==> config.mk <==
export PLATFORM = sky130hd
export DESIGN_NAME = muldiv_unit_flat
export DESIGN_NICKNAME = d
export VERILOG_FILES = /design/src/rtl/muldiv_unit_if.sv /design/src/rtl/muldiv_unit.sv /design/src/flat_wrapper.sv
export SDC_FILE = /design/constraint.sdc
export NUM_CORES = 1
export LEC_CHECK = 0
export BUFFER_PORTS_ARGS = -buffer_cell sky130_fd_sc_hd__buf_2
export CORE_MARGIN = 2
export CORE_UTILIZATION = 60
export CTS_CLUSTER_DIAMETER = 120
export DETAILED_ROUTE_END_ITERATION = 16
export GPL_ROUTABILITY_DRIVEN = 0
export HOLD_SLACK_MARGIN = 0.03
export PLACE_DENSITY = 0.81
export SLEW_MARGIN = 10
export SYNTH_ARGS = -nofsm -noshare
export SYNTH_HDL_FRONTEND = slang
export SYNTH_SLANG_ARGS = --single-unit
==> constraint.sdc <==
create_clock -name Clock -period 4.37 [get_ports Clock]
set_clock_uncertainty 0.05 [all_clocks]
set_input_delay 0.874 -clock Clock [delete_from_list [all_inputs] [get_ports Clock]]
set_output_delay 0.874 -clock Clock [all_outputs]
set_load 0.01 [all_outputs]
==> src/rtl/muldiv_unit_if.sv <==
// muldiv_unit_if: request/response bundle between a muldiv requester and the unit
interface muldiv_unit_if #(parameter int WIDTH = 32);
  logic             Start;
  logic             Abort;
  logic [1:0]       Op;
  logic [WIDTH-1:0] A_In;
  logic [WIDTH-1:0] B_In;
  logic             Busy;
  logic             Done;
  logic             Div_Zero;
  logic [WIDTH-1:0] HI_Out;
  logic [WIDTH-1:0] LO_Out;
  modport master (output Start, Abort, Op, A_In, B_In, input Busy, Done, Div_Zero, HI_Out, LO_Out);
  modport slave (input Start, Abort, Op, A_In, B_In, output Busy, Done, Div_Zero, HI_Out, LO_Out);
endinterface

==> src/rtl/muldiv_unit.sv <==
// muldiv_unit: iterative radix-2 signed/unsigned multiply and restoring divide
module muldiv_unit #(parameter int WIDTH = 32) (
  input logic          Clock,
  input logic          Reset,
  muldiv_unit_if.slave bus
);
  typedef enum logic [1:0] {IDLE, RUN, FIX, DONE} state_t;
  localparam int CW = $clog2(WIDTH);
  state_t state_q, state_d;
  logic div_q, div_d, sa_q, sa_d, sb_q, sb_d, dz_q, dz_d;
  logic [CW-1:0] cnt_q, cnt_d;
  logic [WIDTH-1:0] mb_q, mb_d, hi_q, hi_d, lo_q, lo_d, rhi_q, rhi_d, rlo_q, rlo_d;
  logic [WIDTH:0] sum, trial;
  logic [2*WIDTH-1:0] prod_fix;
  logic [WIDTH-1:0] a_abs, b_abs, q_fix, r_fix;
  logic a_neg, b_neg, zero_div;
  always_comb begin
    a_neg = ~bus.Op[0] & bus.A_In[WIDTH-1];
    b_neg = ~bus.Op[0] & bus.B_In[WIDTH-1];
    a_abs = a_neg ? -bus.A_In : bus.A_In;
    b_abs = b_neg ? -bus.B_In : bus.B_In;
    zero_div = bus.Op[1] & (bus.B_In == '0);
    sum = {1'b0, hi_q} + (lo_q[0] ? {1'b0, mb_q} : '0);
    // top bit of the trial difference is the borrow: set means divisor did not fit
    trial = {hi_q, lo_q[WIDTH-1]} - {1'b0, mb_q};
    prod_fix = (sa_q ^ sb_q) ? -{hi_q, lo_q} : {hi_q, lo_q};
    q_fix = (sa_q ^ sb_q) ? -lo_q : lo_q;
    r_fix = sa_q ? -hi_q : hi_q;
  end
  always_comb begin
    state_d = state_q;
    div_d = div_q;
    sa_d = sa_q;
    sb_d = sb_q;
    dz_d = dz_q;
    cnt_d = cnt_q;
    mb_d = mb_q;
    hi_d = hi_q;
    lo_d = lo_q;
    rhi_d = rhi_q;
    rlo_d = rlo_q;
    case (state_q)
      IDLE: if (bus.Start) begin
        state_d = zero_div ? DONE : RUN;
        dz_d = zero_div;
        div_d = bus.Op[1];
        sa_d = a_neg;
        sb_d = b_neg;
        mb_d = b_abs;
        hi_d = '0;
        lo_d = a_abs;
        cnt_d = '0;
      end
      RUN: if (bus.Abort) state_d = IDLE;
      else begin
        hi_d = div_q ? (trial[WIDTH] ? {hi_q[WIDTH-2:0], lo_q[WIDTH-1]} : trial[WIDTH-1:0]) : sum[WIDTH:1];
        lo_d = div_q ? {lo_q[WIDTH-2:0], ~trial[WIDTH]} : {sum[0], lo_q[WIDTH-1:1]};
        cnt_d = cnt_q + 1'b1;
        state_d = (cnt_q == CW'(WIDTH - 1)) ? FIX : RUN;
      end
      FIX: if (bus.Abort) state_d = IDLE;
      else begin
        {rhi_d, rlo_d} = div_q ? {r_fix, q_fix} : prod_fix;
        state_d = DONE;
      end
      default: state_d = IDLE;
    endcase
  end
  always_ff @(posedge Clock) begin
    if (Reset) begin
      state_q <= IDLE;
      div_q <= 1'b0;
      sa_q <= 1'b0;
      sb_q <= 1'b0;
      dz_q <= 1'b0;
      cnt_q <= '0;
      mb_q <= '0;
      hi_q <= '0;
      lo_q <= '0;
      rhi_q <= '0;
      rlo_q <= '0;
    end else begin
      state_q <= state_d;
      div_q <= div_d;
      sa_q <= sa_d;
      sb_q <= sb_d;
      dz_q <= dz_d;
      cnt_q <= cnt_d;
      mb_q <= mb_d;
      hi_q <= hi_d;
      lo_q <= lo_d;
      rhi_q <= rhi_d;
      rlo_q <= rlo_d;
    end
  end
  assign bus.Busy = state_q != IDLE;
  assign bus.Done = state_q == DONE;
  assign bus.Div_Zero = dz_q;
  assign bus.HI_Out = rhi_q;
  assign bus.LO_Out = rlo_q;
endmodule
==> src/flat_wrapper.sv <==
// flat-port wrapper written by rule: the top's interface ports become plain ports
module muldiv_unit_flat 
#(parameter int WIDTH = 32)
  (Clock, Reset, bus_Start, bus_Abort, bus_Op, bus_A_In, bus_B_In, bus_Busy, bus_Done, bus_Div_Zero, bus_HI_Out, bus_LO_Out);
  muldiv_unit_if #(.WIDTH(WIDTH)) bus_i ();
  input logic Clock;
  input logic Reset;
  input wire logic [$bits(bus_i.Start)-1:0] bus_Start;
  input wire logic [$bits(bus_i.Abort)-1:0] bus_Abort;
  input wire logic [$bits(bus_i.Op)-1:0] bus_Op;
  input wire logic [$bits(bus_i.A_In)-1:0] bus_A_In;
  input wire logic [$bits(bus_i.B_In)-1:0] bus_B_In;
  output wire logic [$bits(bus_i.Busy)-1:0] bus_Busy;
  output wire logic [$bits(bus_i.Done)-1:0] bus_Done;
  output wire logic [$bits(bus_i.Div_Zero)-1:0] bus_Div_Zero;
  output wire logic [$bits(bus_i.HI_Out)-1:0] bus_HI_Out;
  output wire logic [$bits(bus_i.LO_Out)-1:0] bus_LO_Out;
  assign bus_i.Start = bus_Start;
  assign bus_i.Abort = bus_Abort;
  assign bus_i.Op = bus_Op;
  assign bus_i.A_In = bus_A_In;
  assign bus_i.B_In = bus_B_In;
  assign bus_Busy = bus_i.Busy;
  assign bus_Done = bus_i.Done;
  assign bus_Div_Zero = bus_i.Div_Zero;
  assign bus_HI_Out = bus_i.HI_Out;
  assign bus_LO_Out = bus_i.LO_Out;
  muldiv_unit #(.WIDTH(WIDTH)) u_core (.Clock(Clock), .Reset(Reset), .bus(bus_i));
endmodule
* Word level (Yosys, flattened, before mapping)
Cells that the tools add are included.
Widths: inputs -> output; s select.
** Word-level totals
- Bits in registers :: 171
** Operators by class
- Add/sub/neg operators :: 8
- Bitwise gates (word level) :: 7
- Reduce and logical (&&, ||, !) cells :: 7
- Equality and inequality tests :: 6
- Multiplexer cells :: 25
** Operator list (count)
- $mux 32 :: 12
- $mux 64 :: 2
- $neg 32->32 :: 4
- $pmux 32 s2 :: 2
- $neg 64->64 :: 1
- $add 32x33->33 :: 1
- $sub 33x32->33 :: 1
- $logic_not 32->1 :: 1
- $mux 2 :: 5
- $mux 5 :: 2
- $pmux 5 s2 :: 1
- $pmux 2 s3 :: 1
- $add 5x1->5 const B :: 1
- $eq 5x5->1 const B :: 1
- $eq 2x2->1 const B :: 2
- $ne 2x2->1 const B :: 2
- $reduce_and 2->1 :: 2
- $reduce_bool 2->1 :: 2
- $and 1x1->1 :: 3
- $not 1->1 :: 3
- $reduce_and 3->1 :: 1
- $eq 2x1->1 const B :: 1
- $logic_not 2->1 :: 1
- $xor 1x1->1 :: 1

* Depth between registers and ports, before layout
- Depth after elaboration :: 5
- Mapped depth :: 15
- Mapped depth without buffers :: 14

* Worst setup path after synthesis
No wires, ideal clock.
- Path type :: register -> register
- From :: reg u_core.lo_q[31]
- To :: reg u_core.hi_q[23]
- Setup time :: 122 ps
- Arrival :: 3381 ps
- Required time :: 4198 ps
- Clock period less this slack :: 3553 ps
- Path buffers :: 1
- Stages on the path, launching flop included :: 15
- Path slack :: 817 ps
- Path through :: dfxtp_1 > inv_1 > ha_1 > fa_1 > nand2b_1 > a21oi_1 > o41a_1 > a21oi_1 > o41ai_1 > a221oi_2 > xnor2_1 > buf_2 > mux2i_1 > nor2_1 > a221o_1
** On the way
- Word-level cells in the longest chain between the ends :: 5
** RTL lines
- start: declaration :: line muldiv_unit.sv:12 : logic [WIDTH-1:0] mb_q, mb_d, hi_q, hi_d, lo_q, lo_d, rhi_q, rhi_d, rlo_q, rlo_d;
- start signal: assignment :: line muldiv_unit.sv:91 : lo_q <= lo_d;
- $sub 33x32->33 :: line muldiv_unit.sv:25 : trial = {hi_q, lo_q[WIDTH-1]} - {1'b0, mb_q};
- $mux 32 (2 in series) :: line muldiv_unit.sv:56 : hi_d = div_q ? (trial[WIDTH] ? {hi_q[WIDTH-2:0], lo_q[WIDTH-1]} : trial[WIDTH-1:0]) : sum[WIDTH:1];
- $mux 32 :: line muldiv_unit.sv:54 : RUN: if (bus.Abort) state_d = IDLE;
- $pmux 32 s2 :: line muldiv_unit.sv:42 : case (state_q)
- end signal: assignment :: line muldiv_unit.sv:90 : hi_q <= hi_d;
- end: declaration :: line muldiv_unit.sv:12
Every way passes these cells. The select of a mux whose other input is x is not followed.
A chain may end at the register's enable or synchronous reset.

* Worst setup path after layout
- From :: reg u_core.lo_q[31]
- To :: reg u_core.hi_q[26]
Same word-level chain as after synthesis.

==> out/qor.txt <==
vias per inst - 6.41
Hold WS - 0.407 ns
WP data required - 4.63 ns
Cell Area, Placed - 14,100 um2
number of synthesized flops with an enable pin - 0
fmax - 249 MHz
clock tree from TritonCTS - built
Site Rows - 54
CP endpoint kind - flop
Cell Pwr Density - 288 nW/um2
cell-internal power - 0.00281 W
Buf/Inv on CP - 3
Num CTS Buffers - 17
Hold Buf Count CTS - 0
data arrival time of the worst path - 4.28 ns
die width - 153 um
count of final setup violators - 0
Post-Syn Area - 13,200 um2
Port Buffers - 136
Post-Layout Cell Count - 2,114
Slowest-stage cell, CP - o41ai_1
fin area - 14,700 um2
Unique masters post-synth - 82
clk buf depth - 2
Fill cells - 1,870
Max H-tree Level - 4
Wirelength per Cell - 19.0 um
biggest cell delay along the critical path - 0.60 ns
setup_tns - 0 ns
worst-path fanout max - 16
drt initial violations - 1,566
die area - 23,300 um2
layout cells sized above 1 - 13.1%
Critical Path Source Type - flop
Worst VDD drop - 0.244 mV
final net count - 1,963
Reg clk slew, reported paths - 0.07 ns
Net Sw Frac - 33.5%
power share of the combinational group - 23.4%
postcts setup bufs - 0
diodes inserted - 0
Die Ht - 153 um
largest net degree at the start of global routing - 102
CTS Root Cell - clkbuf_16
Worst-Margin Slew - 1.08 ns
DP HPWL - 29,700 um
kind of critical path - reg2reg
first-pass iteration count of the detailed router - 6
Post-DRT Antenna Nets - 0
final wirelength - 40,100 um
register area share after synthesis - 25.9%
Leakage - 6.05 nW
most frequent cells in the layout - 270 x nor2_1, 170 x dfxtp_1, 155 x a21oi_1
worst-path cell chain - inv_1, ha_1, fa_1, nand2b_1, a21oi_1, o41a_1, a21oi_1, o41ai_1, a221oi_2, xnor2_2, buf_4, buf_4, nor2b_1, a31oi_1, o221ai_1
Sink Count - 171
worst min-delay path class - reg2reg
Max Cap Viol - 0
synthesized instance count - 1,740
Tcrit/Tclk final - 91.9%
# DRC - 0
P&R area growth vs syn - 11.2%
status - completed
Slew HR - 27.9%
CP delay by family, top - compound AO/OA/AOI/OAI gates
fraction of registers with async set/reset - 0%
RSZ-0062 raised after global routing - false
Flop pwr share - 40.2%
Most used DFF post-synth - dfxtp_1
io pins - 137
Switch Pwr - 0.00142 W
commonest non-fill, non-tap cell in the layout - nor2_1
Overflow after GRT - 0
clk_lat worst skew - 0.45 ns
final hold vios - 0
core area - 21,800 um2
yosys warns - 0
initial antenna violation count - 0
via count - 13,500
Starting Density - 60.8%
Tot GR Track Use - 33.8%
pins over their slew limit - 0
clock power share - 36.4%
post-route minimum period - 4.02 ns
vias in the first global route - 12,400
FF+latch count, synth - 171
Synthesized Nets - 1,882
post-synthesis area per instance - 7.60 um2
Power Total - 0.00423 W
first-pass GRT wire length - 64,800 um
CTS resizes - 0
Placed Instances - 2,082
-- final cells by class --
class / count / area, um2 / area share (%)
Multi-Input combinational cell: 1397 / 9140 / 62.1
Clock inverter: 14 / 149 / 1.01
Inverter: 62 / 233 / 1.58
Tap cell: 280 / 350 / 2.38
Timing Repair Buffer: 172 / 978 / 6.65
Sequential cell: 171 / 3420 / 23.3
Clock buffer: 18 / 439 / 2.99
-- per-layer routing --
metal  vias to the layer above  global-route usage, %  routed length (um)
li1                       6426                      -                   -
met1                      6275                   45.3               16900
met2                       678                   52.4               17600
met3                       165                   6.43                3550
met4                         0                   16.7                2150
met5                         -                      0                   0
-- power groups by stage --
stage / registers [W] / clock network, W / logic (W)
2_1_floorplan: 0.00169 / 0 / 0.000721
3_3_place_gp: 0.00173 / 0 / 0.000935
3_5_place_dp: 0.00173 / 0 / 0.000956
4_1_cts: 0.00170 / 0.00154 / 0.000969
5_1_grt: 0.00171 / 0.00161 / 0.00108
6_report: 0.00170 / 0.00154 / 0.000990
-- state kept, by name, indices dropped and copies added (netlist names) --
signal / cells
u_core.sb_q: 1
u_core.div_q: 1
u_core.bus.HI_Out: 32
u_core.cnt_q: 5
u_core.sa_q: 1
u_core.mb_q: 32
u_core.bus.Div_Zero: 1
u_core.bus.LO_Out: 32
u_core.hi_q: 32
u_core.lo_q: 32
u_core.state_q: 2
-- cell usage after synthesis, drive strengths merged (18+ instances only) --
cell type | number | area share (%)
a211oi | 118 | 6.7
a21o | 34 | 1.9
a21oi | 155 | 5.9
buf | 18 | 0.79
clkbuf | 88 | 2.5
dfxtp | 171 | 26
ha | 70 | 6.6
inv | 62 | 1.8
mux2i | 51 | 3.9
nand2 | 103 | 2.9
nand2b | 23 | 1.1
nand3 | 19 | 0.72
nor2 | 272 | 7.7
nor3 | 37 | 1.5
o21ai | 92 | 3.5
o31ai | 21 | 1.2
or3 | 23 | 1.2
xnor2 | 83 | 5.5
xor2 | 89 | 5.9
-- stage by stage --
step	util (%)	worst slack (ns)
after floorplan	-	0.817
after global placement	64.9	0.628
after detailed placement	64.9	0.440
after CTS	67.6	0.401
after global routing	67.6	0.133
final	67.6	0.354
-- worst min-delay path: cells and delay by family (launching register included) --
family,cells,cell delay [ns]
compound gates,1,0.05
flops,1,0.31
simple gates,1,0.05
-- worst paths after layout --
path	slack, ns	from	cells past startpoint	endpoint
max	0.35	u_core.lo_q[31]$_SDFFE_PP0P_	15	u_core.hi_q[26]$_SDFFE_PP0P_
min	0.41	u_core.mb_q[21]$_SDFFE_PP0P_	2	u_core.mb_q[21]$_SDFFE_PP0P_
max reg2reg	0.35	u_core.lo_q[31]$_SDFFE_PP0P_	15	u_core.hi_q[26]$_SDFFE_PP0P_
min reg2reg	0.41	u_core.mb_q[21]$_SDFFE_PP0P_	2	u_core.mb_q[21]$_SDFFE_PP0P_
-- cell families (layout without fill, tap and decap cells) --
logic type / Yosys count / in the layout / share of synthesized area [%]
AOI/OAI and AO/OA: 540 / 540 / 26.7
buffers and inverters: 172 / 266 / 5.35
and+or+nand+nor: 562 / 562 / 19.9
adders and majority gates: 72 / 72 / 6.92
xor gates and xnor gates: 172 / 172 / 11.4
DFF: 171 / 171 / 25.9
muxes: 51 / 51 / 3.86
(Power assumes the default switching activity.)
